## src/rtl/alu_arb_pkg.sv

```systemverilog
// Shared types for the two-requester ALU pipeline arbiter.
// Optional grant statistics are enabled with ALU_ARB_STATS_EN.
package alu_arb_pkg;

    typedef enum logic [1:0] {
        RUN   = 2'd0,
        DRAIN = 2'd1,
        IDLE  = 2'd2
    } arb_state_e;

    typedef struct packed {
        logic vld;
        logic id;
    } arb_tag_t;

    localparam int STATS_W = 16;

    // Saturating increment for the grant counters.
    function automatic logic [STATS_W-1:0] sat_inc(input logic [STATS_W-1:0] v);
        return (&v) ? v : v + STATS_W'(1);
    endfunction

endpackage

```

## src/rtl/alu_arb_tag_shreg.sv

```systemverilog
// Requester-ID tag delay line travelling alongside the ALU pipeline.
// The tail entry lines up with the pipeline result of the same operation.
module alu_arb_tag_shreg
    import alu_arb_pkg::*;
#(
    parameter int DEPTH = 3
) (
    input  logic clk,
    input  logic rst,
    input  logic vld_i,
    input  logic id_i,
    output logic tail_vld_o,
    output logic tail_id_o
);

    arb_tag_t tag_q [DEPTH];
    arb_tag_t tag_d [DEPTH];

    // Shift every cycle; entry 0 takes this cycle's issue tag.
    always_comb begin
        tag_d[0].vld = vld_i;
        tag_d[0].id  = id_i;
        for (int i = 1; i < DEPTH; i++) begin
            tag_d[i] = tag_q[i-1];
        end
    end

    // Tag storage; reset discards anything in flight.
    always_ff @(posedge clk or posedge rst) begin
        if (rst) begin
            for (int i = 0; i < DEPTH; i++) begin
                tag_q[i] <= '0;
            end
        end else begin
            for (int i = 0; i < DEPTH; i++) begin
                tag_q[i] <= tag_d[i];
            end
        end
    end

    assign tail_vld_o = tag_q[DEPTH-1].vld;
    assign tail_id_o  = tag_q[DEPTH-1].id;

endmodule

```

## src/rtl/alu_pipe_arbiter.sv

```systemverilog
// Round-robin arbiter sharing one fixed-latency ALU pipeline between two requesters.
// Define ALU_ARB_STATS_EN to add saturating per-requester grant counters.
module alu_pipe_arbiter
    import alu_arb_pkg::*;
#(
    parameter int DWIDTH   = 8,
    parameter int PIPE_LAT = 3
) (
    input  logic                          clk,
    input  logic                          rst,
    input  logic                          req0_valid_i,
    output logic                          req0_ready_o,
    input  logic [DWIDTH-1:0]             req0_op1_i,
    input  logic [DWIDTH-1:0]             req0_op2_i,
    input  logic                          req1_valid_i,
    output logic                          req1_ready_o,
    input  logic [DWIDTH-1:0]             req1_op1_i,
    input  logic [DWIDTH-1:0]             req1_op2_i,
    output logic [DWIDTH-1:0]             pipe_op1_o,
    output logic [DWIDTH-1:0]             pipe_op2_o,
    input  logic [DWIDTH-1:0]             pipe_res_i,
    output logic                          rsp0_valid_o,
    output logic                          rsp1_valid_o,
    output logic [DWIDTH-1:0]             rsp_data_o,
    input  logic                          drain_i,
    output logic                          idle_o,
`ifdef ALU_ARB_STATS_EN
    input  logic                          stats_clr_i,
    output logic [STATS_W-1:0]            grant_cnt0_o,
    output logic [STATS_W-1:0]            grant_cnt1_o,
`endif
    output logic [$clog2(PIPE_LAT+2)-1:0] inflight_o
);

    localparam int IW = $clog2(PIPE_LAT+2);
    localparam logic [IW-1:0] INF_MAX = IW'(PIPE_LAT + 1);

    arb_state_e        state_q, state_d;
    logic              rr_q, rr_d;
    logic [IW-1:0]     inflight_q, inflight_d;
    logic              rsp0_q, rsp0_d;
    logic              rsp1_q, rsp1_d;
    logic [DWIDTH-1:0] data_q, data_d;

    logic gnt0, gnt1, grant, can_issue;
    logic tail_vld, tail_id, rsp_pulse;

    // Round-robin grant; rr_q = 0 favours requester 0.
    always_comb begin
        can_issue = (state_q == RUN) && !drain_i && !rst;
        gnt0 = can_issue && req0_valid_i && (!req1_valid_i || !rr_q);
        gnt1 = can_issue && req1_valid_i && (!req0_valid_i || rr_q);
        grant = gnt0 | gnt1;
        rr_d = grant ? gnt0 : rr_q;
    end

    // Operand mux into the pipeline; zero bubble when nothing is granted.
    always_comb begin
        pipe_op1_o = '0;
        pipe_op2_o = '0;
        unique case (1'b1)
            gnt0: begin
                pipe_op1_o = req0_op1_i;
                pipe_op2_o = req0_op2_i;
            end
            gnt1: begin
                pipe_op1_o = req1_op1_i;
                pipe_op2_o = req1_op2_i;
            end
            default: ;
        endcase
    end

    alu_arb_tag_shreg #(
        .DEPTH (PIPE_LAT)
    ) u_tags (
        .clk        (clk),
        .rst        (rst),
        .vld_i      (grant),
        .id_i       (gnt1),
        .tail_vld_o (tail_vld),
        .tail_id_o  (tail_id)
    );

    // Route the aligned pipeline result to its owner; data holds on bubbles.
    always_comb begin
        rsp_pulse = tail_vld;
        rsp0_d = tail_vld && !tail_id;
        rsp1_d = tail_vld && tail_id;
        data_d = tail_vld ? pipe_res_i : data_q;
    end

    // In-flight count: issue adds one, registered response removes one.
    always_comb begin
        inflight_d = inflight_q;
        if (grant && !rsp_pulse) begin
            if (inflight_q != INF_MAX) begin
                inflight_d = inflight_q + IW'(1);
            end
        end else if (!grant && rsp_pulse) begin
            if (inflight_q != '0) begin
                inflight_d = inflight_q - IW'(1);
            end
        end
    end

    // Drain sequencing: stop issue, wait for empty, park in IDLE.
    always_comb begin
        state_d = state_q;
        unique case (state_q)
            RUN: begin
                if (drain_i) state_d = DRAIN;
            end
            DRAIN: begin
                if (inflight_q == '0 && !rsp0_q && !rsp1_q) state_d = IDLE;
            end
            IDLE: begin
                if (!drain_i) state_d = RUN;
            end
            default: state_d = RUN;
        endcase
    end

    // Control and response registers.
    always_ff @(posedge clk or posedge rst) begin
        if (rst) begin
            state_q    <= RUN;
            rr_q       <= 1'b0;
            inflight_q <= '0;
            rsp0_q     <= 1'b0;
            rsp1_q     <= 1'b0;
            data_q     <= '0;
        end else begin
            state_q    <= state_d;
            rr_q       <= rr_d;
            inflight_q <= inflight_d;
            rsp0_q     <= rsp0_d;
            rsp1_q     <= rsp1_d;
            data_q     <= data_d;
        end
    end

    assign req0_ready_o = gnt0;
    assign req1_ready_o = gnt1;
    assign rsp0_valid_o = rsp0_q;
    assign rsp1_valid_o = rsp1_q;
    assign rsp_data_o   = data_q;
    assign idle_o       = (state_q == IDLE);
    assign inflight_o   = inflight_q;

`ifdef ALU_ARB_STATS_EN
    logic [STATS_W-1:0] cnt0_q, cnt0_d;
    logic [STATS_W-1:0] cnt1_q, cnt1_d;

    // Saturating grant counters; clear wins over a coincident grant.
    always_comb begin
        cnt0_d = gnt0 ? sat_inc(cnt0_q) : cnt0_q;
        cnt1_d = gnt1 ? sat_inc(cnt1_q) : cnt1_q;
        if (stats_clr_i) begin
            cnt0_d = '0;
            cnt1_d = '0;
        end
    end

    // Counter storage.
    always_ff @(posedge clk or posedge rst) begin
        if (rst) begin
            cnt0_q <= '0;
            cnt1_q <= '0;
        end else begin
            cnt0_q <= cnt0_d;
            cnt1_q <= cnt1_d;
        end
    end

    assign grant_cnt0_o = cnt0_q;
    assign grant_cnt1_o = cnt1_q;
`endif

endmodule

```

## config.mk

```make
export PLATFORM = sky130hd
export DESIGN_NAME = alu_pipe_arbiter
export DESIGN_NICKNAME = d
export VERILOG_FILES = /design/src/rtl/alu_arb_pkg.sv /design/src/rtl/alu_arb_tag_shreg.sv /design/src/rtl/alu_pipe_arbiter.sv
export SDC_FILE = /design/constraint.sdc
export NUM_CORES = 1
export LEC_CHECK = 0
export ABC_AREA = 1
export BUFFER_PORTS_ARGS = -buffer_cell sky130_fd_sc_hd__buf_2
export CAP_MARGIN = 20
export CELL_PAD_IN_SITES_DETAIL_PLACEMENT = 1
export CELL_PAD_IN_SITES_GLOBAL_PLACEMENT = 1
export CORE_UTILIZATION = 28
export DETAILED_ROUTE_END_ITERATION = 8
export PLACE_DENSITY = 0.78
export REMOVE_ABC_BUFFERS = 1
export SETUP_SLACK_MARGIN = 0.05
export SYNTH_ARGS = -nofsm -noshare
export SYNTH_HDL_FRONTEND = slang
export SYNTH_SLANG_ARGS = --single-unit
```

## constraint.sdc

```tcl
create_clock -name clk -period 2.56 [get_ports clk]
set_clock_uncertainty 0.2 [all_clocks]
set_input_delay 0.256 -clock clk [delete_from_list [all_inputs] [get_ports clk]]
set_output_delay 0.256 -clock clk [all_outputs]
set_load 0.1 [all_outputs]
```

After elaboration in Yosys (flattened, before gate mapping). Index checks and enable logic that the tools add are counted.

Flip-flop bits (word level): 22. Input port bits: 45. Output and inout port bits: 32.

Add/subtract/negate cells: 2. Equality and inequality tests: 7. Multiplexer cells: 10. Bitwise logic cells: 1. Reductions and logical operators: 31.

Operators by type and width (number): 8-bit case mux with 2 select lines (2); 1-bit logical AND (12); 3-bit 2-to-1 mux (4); 1-bit logical NOT (10); 2-bit 2-to-1 mux (3); 2-bit inequality test (second input constant) (3); 2-bit case mux with 3 select lines (1); 3-bit AND reduction (2); 2-bit nonzero test (2); 3-bit by 1-bit adder with 3-bit output (second input constant) (1); 3-bit logical NOT (1); 3-bit inequality test (second input constant) (1); 3-bit nonzero test (1); 3-bit by 1-bit subtractor with 3-bit output (second input constant) (1); 2-bit by 1-bit == test with 1-bit output (second input constant) (1); 2-bit == test (second input constant) (1); 2-bit logical NOT (1); 1-bit logical OR (2); 2-bit by 1-bit inequality test with 1-bit output (second input constant) (1); 1-bit OR (1).

Longest topological paths before layout. Gate-level depths: netlist of run 1.

Depth after elaboration: 10. Mapped depth: 12.

Modules after synthesis. Synthesis of run 1 repeated with hierarchy kept, for this count alone.

Cells, all modules: 164. Area total of the unflattened synthesis: 1207.4 um2.

Modules (own cells, without submodules): alu_pipe_arbiter (instances 1, cells an instance 157, area an instance 1053.5 um2); alu_arb_tag_shreg (instances 1, cells an instance 7, area an instance 153.9 um2).

Least setup slack after synthesis of run 1. OpenSTA, ideal clock, no wires.

Kind: input to output. Start: input port rst. End: output port req0_ready_o. Data arrival time: 3.099 ns. Data required time: 2.104 ns. Slack: -0.995 ns. Stages: 3. Buffers on the path: 0. Cells stage by stage: inv_1 -> nand3_4 -> nor3_1.

Cells in the longest elaborated chain, start to end: 4.

RTL lines: from (decl) (line alu_pipe_arbiter.sv:10) `input logic rst,`; 1-bit logical NOT (no source line); 1-bit logical AND (line alu_pipe_arbiter.sv:50) `can_issue = (state_q == RUN) && !drain_i && !rst;`; 1-bit logical AND (2 in series) (line alu_pipe_arbiter.sv:51) `gnt0 = can_issue && req0_valid_i && (!req1_valid_i || !rr_q);`; to (decl) (line alu_pipe_arbiter.sv:12) `output logic req0_ready_o,`.

No other way between the ends.

Final worst setup path of run 1.
Start: input port rst. End: output port pipe_op1_o[7].

Cells in the longest elaborated chain, start to end: 5.

RTL lines: 1-bit logical NOT (no source line) *; 1-bit logical AND * (line alu_pipe_arbiter.sv:50); 1-bit logical AND (on tied branches) (2 in series) (line alu_pipe_arbiter.sv:52, alu_pipe_arbiter.sv:51); 8-bit case mux with 2 select lines * (line alu_pipe_arbiter.sv:61) `unique case (1'b1)`; to (decl) (line alu_pipe_arbiter.sv:19) `output logic [DWIDTH-1:0] pipe_op1_o,`.

Mark *: on every way between the ends. The rest lies on a longest branch, timed or not.

==> results.json, run 1 <==
{
  "status": "complete, no violations",
  "die_h_um": 68.7,
  "hold_slack_ns": 0.00101,
  "synth.cell_area_um2": 1250,
  "crit_end": "pipe_op1_o[7]",
  "first_pass_iters": 4,
  "hold_viol_final": 0,
  "antenna_found_initial": 0,
  "cts_tree": "built",
  "cts.sinks": 22,
  "r2r_cells": 12,
  "criticalPathCategory": "in2out",
  "vias": 1351,
  "ir_drop_v": 0.000411,
  "cp_slowest_cell": "dlygate4sd3_1",
  "clkTransAtPathRegs_ns": 0.07,
  "routabilityCongestion": 0.808,
  "ant_nets": 0,
  "rsz0062_at_grt": "no",
  "nets": 296,
  "total_power_uw": 2300,
  "power_switching_share_pct": 59.7,
  "start_util_pct": 30.1,
  "finalSetupViolations": 0,
  "yosysSeqAreaShare_pct": 44.2,
  "max_freq_mhz": 431,
  "ys_seq_elements": 22,
  "area_growth_pct": 62.9,
  "totalWireLength_um": 3630,
  "crit_arrival_ns": 1.86,
  "route.met2.wl_um": 1780,
  "startpoint": "rst",
  "route.detailed.wl_per_inst_um": 12.2,
  "syn_inst": 165,
  "dpl.cell_count": 290,
  "slew_violations": 0,
  "drc": 0,
  "worstSetupEndpointType": "output pin",
  "p_int_uw": 927,
  "power_per_cell_area_nw_per_um2": 1130,
  "sequentialPowerShare_pct": 24.9,
  "synth_warnings": 0,
  "via_per_inst": 4.55,
  "die_area_um2": 4720,
  "leakagePower_uw": 0.00116,
  "synth_area_per_cell_um2": 7.55,
  "hold_path_class": "in2reg",
  "final_cell_mix": "82 x nand2_1, 58 x buf_2, 22 x dfrtp_1",
  "grt_pass1_vias": 1369,
  "grt_overflow_total": 0,
  "portBuffers": 76,
  "finalNonFillerCells": 297,
  "num_rows": 23,
  "synth.distinct_cells": 22,
  "fillers": 520,
  "grt_util_all_layers_pct": 17.2,
  "top_layer": "met4",
  "relSlewSlack_pct": 67.7,
  "layout_commonest_cell": "nand2_1",
  "cts.path.max_buffers": 2,
  "path_cells": "dlygate4sd3_1 > buf_2 > inv_1 > nand3_4 > inv_2 > nand3_1 > nand2_1 > buf_12",
  "clk_latency_ns": 0.26,
  "required_ns": 2.10,
  "p_clk_share_pct": 10.7,
  "dieWidth_um": 68.7,
  "htree_levels": 1,
  "route.met3.wl_um": 365,
  "core_area_um2": 4140,
  "diodes": 0,
  "fin_crit_ns": 2.32,
  "drt_iter0_drc": 48,
  "r2r_setup_slack_ns": 0.46,
  "dp_slack_ns": 0.395,
  "fin_crit_sh_pct": 90.5,
  "place_hpwl_um": 2900,
  "drive_gt1_share_pct": 37.2,
  "cts_made_buffers": 3,
  "worst_slack_ns": 0.242,
  "worstPathMaxFanout": 16,
  "reg2reg_from": "state_q[1]",
  "final_core_util_pct": 49.0,
  "grt_pass1_wl_um": 6040,
  "post_cts.repair.setup_buffers": 0,
  "r2r-end": "inflight_o[2]",
  "ioPinCount": 77,
  "wl_met1_um": 1430,
  "p_comb_share_pct": 64.5,
  "worstMarginPinSlew_ns": 0.488,
  "switchingPower_uw": 1370,
  "maxCapViolCount": 0,
  "grt_max_degree": 23,
  "worstSetupStartpointType": "input pin",
  "cts_root_buffer": "clkbuf_8",
  "max_stage_delay_ns": 0.53
}
-- cell usage after synthesis (all sizes together) --
| cell | count | share of area (%) |
|---|---|---|
| clkinv | 1 | 0.30 |
| o21bai | 1 | 0.60 |
| nand3 | 19 | 9.4 |
| xnor2 | 2 | 1.4 |
| nand2 | 82 | 25 |
| ha | 3 | 3.0 |
| inv | 18 | 5.4 |
| nor2 | 7 | 4.0 |
| a21oi | 3 | 1.5 |
| o21ai | 2 | 1.7 |
| clkbuf | 1 | 1.1 |
| nor3 | 1 | 0.40 |
| buf | 3 | 2.2 |
| dfrtp | 22 | 44 |
-- registers in the layout (all words and copies together), names as in the netlist --
| name | flops |
|---|---|
| u_tags.tag_d | 4 |
| rsp1_valid_o | 1 |
| rr_q | 1 |
| u_tags.tail_id_o | 1 |
| inflight_o | 3 |
| u_tags.tail_vld_o | 1 |
| rsp0_valid_o | 1 |
| rsp_data_o | 8 |
| state_q | 2 |
-- repair_timing --
action                                 in CTS  in global routing
gates resized for setup                     0                  1
hold buffers                                3                  0
endpoints found under the hold margin      24                  0
setup endpoints to repair                   0                  1
-- stage by stage --
stage	instance area (um^2)	setup TNS (ns)
after CTS	2030	0
after global placement	1940	0
after global routing	2030	0
after floorplan	1200	-2.30
final	2030	0
after detailed placement	1940	0
-- cells by family after synthesis --
group / after synthesis / synth area share (%)
AND/OR/NAND/NOR: 109 / 38.6
AO/OA/AOI/OAI: 6 / 3.82
flip-flops: 22 / 44.2
buffers and inverters: 23 / 9.03
XOR/XNOR: 2 / 1.41
adder cells (fa/ha/maj): 3 / 3.01
-- power by group through the flow --
stage | clock network, uW | logic (uW) | registers, uW
floorplan | 0 | 517 | 1190
global placement | 0 | 1460 | 569
detailed placement | 0 | 1490 | 578
CTS | 253 | 1500 | 571
global route | 265 | 1580 | 592
finish | 246 | 1480 | 572
-- worst max-delay path: cells and delay by family --
kind          cells  cell delay [ns]
simple gates      3             0.40
buf+inv           5             1.20
-- layer usage --
metal	track usage (%)	vias to the layer above
li1	-	665
met4	7.14	0
met2	30.0	67
met1	19.0	613
met5	0	-
met3	6.09	6
-- cell type report --
class                           instances  area (um^2)  share of cell area, %
Clock buffer                            4         55.1                   2.71
Multi-Input combinational cell        120          587                   28.9
Inverter                               19         71.3                   3.51
Sequential cell                        22          551                   27.1
Tap cell                               50         62.6                   3.08
Timing Repair Buffer                   82          703                   34.6
-- how the worst min path moves through the flow --
| stage | to | slack [ns] | cells past startpoint | start |
|---|---|---|---|---|
| floorplan | inflight_o[0] | 0.08 | 1 | rst |
| global placement | u_tags.tag_d[0] | 0.13 | 0 | u_tags.tag_d[2] |
| detailed placement | u_tags.tag_d[0] | 0.14 | 0 | u_tags.tag_d[2] |
| CTS | rsp_data_o[4] | 0.004 | 3 | pipe_res_i[4] |
| global route | rsp_data_o[4] | 0.02 | 3 | pipe_res_i[4] |
| finish | rsp_data_o[4] | 0.001 | 3 | pipe_res_i[4] |
Power figures use the tool's default switching activity.
==> run 2, diff against run 1 <==
--- a/config.mk
+++ b/config.mk
@@ -6,7 +6,7 @@
 export NUM_CORES = 1
 export LEC_CHECK = 0
 export ABC_AREA = 1
-export BUFFER_PORTS_ARGS = -buffer_cell sky130_fd_sc_hd__buf_2
+export BUFFER_PORTS_ARGS = -buffer_cell sky130_fd_sc_hd__clkbuf_2
 export CAP_MARGIN = 20
 export CELL_PAD_IN_SITES_DETAIL_PLACEMENT = 1
 export CELL_PAD_IN_SITES_GLOBAL_PLACEMENT = 1
==> results.json, run 2 (same netlist as run 1, synthesis figures left out) <==
{
  "status": "complete, no violations",
  "r2r_cells": 12,
  "grt_max_degree": 23,
  "ioPinCount": 77,
  "cts_tree": "built",
  "grt_overflow_total": 0,
  "power_per_cell_area_nw_per_um2": 1150,
  "dieWidth_um": 68.7,
  "max_freq_mhz": 434,
  "whs_path_depth": 3,
  "leakagePower_uw": 0.00117,
  "required_ns": 2.10,
  "finalNonFillerCells": 298,
  "grt_pass1_wl_um": 6100,
  "relSlewSlack_pct": 63.7,
  "final_cell_mix": "82 x nand2_1, 58 x clkbuf_2, 22 x dfrtp_1",
  "grt_pass1_vias": 1396,
  "fin_crit_sh_pct": 90.1,
  "clkTransAtPathRegs_ns": 0.08,
  "clk_latency_ns": 0.26,
  "drc": 0,
  "cts_root_buffer": "clkbuf_8",
  "hold_slack_ns": 0.000539,
  "finalSetupViolations": 0,
  "route.detailed.wl_per_inst_um": 12.0,
  "ir_drop_v": 0.000387,
  "dpl.cell_count": 290,
  "worstSetupStartpointType": "input pin",
  "drive_gt1_share_pct": 37.1,
  "worstPathMaxFanout": 16,
  "r2r_setup_slack_ns": 0.48,
  "cts.sinks": 22,
  "diodes": 0,
  "drt_iter0_drc": 17,
  "worstMarginPinSlew_ns": 0.547,
  "post_cts.repair.setup_buffers": 0,
  "routabilityCongestion": 0.775,
  "criticalPathCategory": "in2out",
  "fin_crit_ns": 2.31,
  "hold_path_class": "in2reg",
  "final_area_um2": 2060,
  "die_h_um": 68.7,
  "crit_arrival_ns": 1.85,
  "min-delay-start": "pipe_res_i[0]",
  "ant_nets": 0,
  "vias": 1334,
  "finalSetupTns_ns": 0,
  "totalWireLength_um": 3560,
  "htree_levels": 1,
  "placed_area_um2": 1940,
  "die_area_um2": 4720,
  "nets": 297,
  "cts_made_buffers": 3,
  "layout_commonest_cell": "nand2_1",
  "slew_violations": 0,
  "grt_util_all_layers_pct": 17.4,
  "maxCapViolCount": 0,
  "reg2reg_from": "state_q[1]",
  "min_to": "rsp_data_o[0]",
  "portBuffers": 76,
  "antenna_found_initial": 0,
  "rsz0062_at_grt": "no",
  "start_util_pct": 30.1,
  "num_rows": 23,
  "first_pass_iters": 4,
  "cts.path.max_buffers": 2,
  "place_hpwl_um": 2910,
  "area_growth_pct": 65.0,
  "worstSetupEndpointType": "output pin",
  "r2r-end": "inflight_o[2]",
  "core_area_um2": 4140,
  "via_per_inst": 4.48,
  "hold_viol_final": 0,
  "largest_reg_flops": 8
}
-- run 2: layer usage --
| layer | global-route usage, % | wire length [um] | part of all wire [%] |
|---|---|---|---|
| met1 | 17.8 | 1410 | 39 |
| met2 | 32.1 | 1750 | 49 |
| met3 | 7.24 | 369 | 10 |
| met4 | 5.36 | 33 | 0.93 |
| met5 | 0 | 0 | 0 |
-- run 2: how the worst max path moves through the flow --
| stage | from | end | slack, ns | depth (start not counted) |
|---|---|---|---|---|
| floorplan | rst | req0_ready_o | -0.99 | 3 |
| global placement | state_q[1] | inflight_o[2] | 0.52 | 12 |
| detailed placement | state_q[1] | inflight_o[2] | 0.37 | 12 |
| CTS | rst | inflight_o[2] | 0.19 | 14 |
| global route | rst | inflight_o[2] | 0.14 | 13 |
| finish | rst | pipe_op1_o[7] | 0.25 | 8 |
-- run 2: cell type report --
cell class / instances / area, um^2
tap: 50 / 62.6
clock inverter: 1 / 30.0
timing repair buffer: 83 / 713
fill: 521 / 2090
multi-input combinational: 120 / 587
sequential: 22 / 551
inverter: 19 / 71.3
clock buffer: 3 / 41.3
-- run 2: power breakdown --
group | total [uW] | internal [uW] | switching (uW)
clock network | 321 | 209 | 112
registers | 576 | 464 | 111
logic | 1480 | 322 | 1150
-- run 2: worst max-delay path, stage by stage --
cell and delay, ns:
dlygate4sd3_1 0.54, clkbuf_2 0.11, inv_1 0.10, nand3_4 0.14
inv_2 0.26, nand3_1 0.11, nand2_1 0.14, buf_12 0.19
-- run 2: repair_timing --
| item | CTS | global route |
|---|---|---|
| gates resized for setup | 0 | 1 |
| endpoints found under the setup margin | 0 | 1 |
| hold endpoints to repair | 25 | 0 |
| hold buffers | 4 | 0 |
-- run 2: metrics by stage --
| stage | utilization, % | setup slack, ns | total power, uW |
|---|---|---|---|
| 2_1_floorplan | - | -0.995 | 1700 |
| 3_3_place_gp | 46.8 | 0.517 | 2030 |
| 3_5_place_dp | 46.8 | 0.374 | 2070 |
| 4_1_cts | 49.5 | 0.195 | 2400 |
| 5_1_grt | 49.6 | 0.144 | 2530 |
| 6_report | 49.6 | 0.254 | 2370 |
==> run 3, diff against run 2 <==
--- a/config.mk
+++ b/config.mk
@@ -10,9 +10,9 @@
 export CAP_MARGIN = 20
 export CELL_PAD_IN_SITES_DETAIL_PLACEMENT = 1
 export CELL_PAD_IN_SITES_GLOBAL_PLACEMENT = 1
-export CORE_UTILIZATION = 28
+export CORE_UTILIZATION = 26
 export DETAILED_ROUTE_END_ITERATION = 8
-export PLACE_DENSITY = 0.78
+export PLACE_DENSITY = 0.76
 export REMOVE_ABC_BUFFERS = 1
 export SETUP_SLACK_MARGIN = 0.05
 export SYNTH_ARGS = -nofsm -noshare
==> constraint.sdc (replaced) <==
create_clock -name clk -period 2 [get_ports clk]
set_clock_uncertainty 0.2 [all_clocks]
set_input_delay 0.2 -clock clk [delete_from_list [all_inputs] [get_ports clk]]
set_output_delay 0.2 -clock clk [all_outputs]
set_load 0.1 [all_outputs]
==> results.json, run 3 (same netlist as run 1, synthesis figures left out) <==
{
  "portBuffers": 76,
  "ioPinCount": 77,
  "fin_crit_sh_pct": 103,
  "relSlewSlack_pct": 63.9,
  "grt_pass1_vias": 1587,
  "rsz0062_at_grt": "yes",
  "worst_slack_ns": -0.0653,
  "violations": "DRC, setup timing",
  "cts_root_buffer": "clkbuf_8",
  "grt_overflow_total": 0,
  "clkTransAtPathRegs_ns": 0.08,
  "maxCapViolCount": 0,
  "diodes": 0,
  "slew_violations": 0,
  "fin_crit_ns": 2.07,
  "finalNonFillerCells": 324,
  "worstSetupStartpointType": "flop",
  "drt_iter0_drc": 17,
  "htree_levels": 1,
  "placed_area_um2": 1980,
  "antenna_found_initial": 0,
  "power_per_cell_area_nw_per_um2": 1340,
  "dpl.cell_count": 297,
  "area_growth_pct": 93.0,
  "hold_viol_final": 0,
  "cts_tree": "built",
  "place_hpwl_um": 3010,
  "final_area_um2": 2400,
  "worstSetupEndpointType": "output pin",
  "final_cell_mix": "58 x nand2_1, 58 x clkbuf_2, 22 x nand2_2, 22 x dfrtp_1, 19 x buf_12",
  "nets": 321,
  "drive_gt1_share_pct": 51.8,
  "status": "complete, but fails checks",
  "cts_made_buffers": 3,
  "ir_drop_v": 0.000580,
  "drc": 3,
  "core_area_um2": 4470,
  "worstMarginPinSlew_ns": 0.544,
  "via_per_inst": 4.55,
  "dieWidth_um": 71.2,
  "first_pass_iters": 6,
  "die_area_um2": 5070,
  "die_h_um": 71.2,
  "totalWireLength_um": 4330,
  "max_freq_mhz": 484,
  "grt_max_degree": 23,
  "grt_pass1_wl_um": 6990,
  "clk_latency_ns": 0.27,
  "largest_reg_flops": 8,
  "required_ns": 1.60,
  "leakagePower_uw": 0.00130,
  "num_rows": 24,
  "crit_arrival_ns": 1.67,
  "hold_path_class": "in2reg",
  "start_util_pct": 27.9,
  "worstPathMaxFanout": 5,
  "route.detailed.wl_per_inst_um": 13.4,
  "cts.path.max_buffers": 2,
  "routabilityCongestion": 0.733,
  "vias": 1474,
  "cts.sinks": 22,
  "finalSetupViolations": 17,
  "ant_nets": 0,
  "criticalPathCategory": "reg2out",
  "finalSetupTns_ns": -0.633,
  "grt_util_all_layers_pct": 17.7
}
## run 3: where the power goes
group | internal [uW] | total (uW) | switching (uW)
combinational | 524 | 2060 | 1540
sequential | 594 | 735 | 140
clock | 268 | 418 | 150
## run 3: routing by layer
| layer | track usage, % | up-vias | routed length [um] |
|---|---|---|---|
| met2 | 33.4 | 67 | 2330 |
| met3 | 6.61 | 4 | 424 |
| li1 | - | 714 | - |
| met4 | 6.00 | 0 | 51 |
| met5 | 0 | - | 0 |
| met1 | 17.9 | 689 | 1520 |
## run 3: worst max-delay path: stages (launching register included)
cell,delay (ns)
dfrtp_1,0.42
nor2_4,0.15
nand3_4,0.08
buf_6,0.15
nor2_8,0.13
buf_6,0.14
nand2_1,0.06
nand2_2,0.08
buf_12,0.18
## run 3: final timing paths
check | startpoint | end | slack (ns) | depth (start not counted)
min in group asynchronous | rst | u_tags.tag_d[3] | 0.37 | 4
min reg2reg | u_tags.tag_d[2] | u_tags.tag_d[0] | 0.15 | 0
max in group asynchronous | rst | rsp_data_o[0] | 1.01 | 4
max | state_q[1] | pipe_op1_o[0] | -0.07 | 8
min | req1_valid_i | u_tags.tag_d[3] | 0.14 | 4
max reg2reg | state_q[1] | inflight_o[2] | -0.01 | 13
## run 3: stage by stage
step                hold slack, ns  utilization (%)  total power (uW)  setup slack (ns)
floorplan                   0.0215                -              2180             -1.44
global placement             0.131             44.3              2620             0.147
detailed placement           0.137             44.3              2660            0.0367
finish                       0.143             53.7              3210           -0.0653
CTS                          0.150             52.0              3180           -0.0748
global route                 0.144             53.7              3380            -0.133
## run 3: cell type report
cell class,instances,area (um^2)
timing repair buffer,107,943
sequential,22,551
clock inverter,1,30.0
fill,539,2070
inverter,19,73.8
tap,52,65.1
multi-input combinational,120,701
clock buffer,3,41.3
## run 3: what timing repair did
action | in CTS | in global routing
cloned | 1 | 0
buffers inserted | 8 | 4
hold endpoints to repair | 32 | 0
hold buffers | 10 | 0
resized for setup | 33 | 12
pin swaps | 5 | 5
setup endpoints to repair | 21 | 21
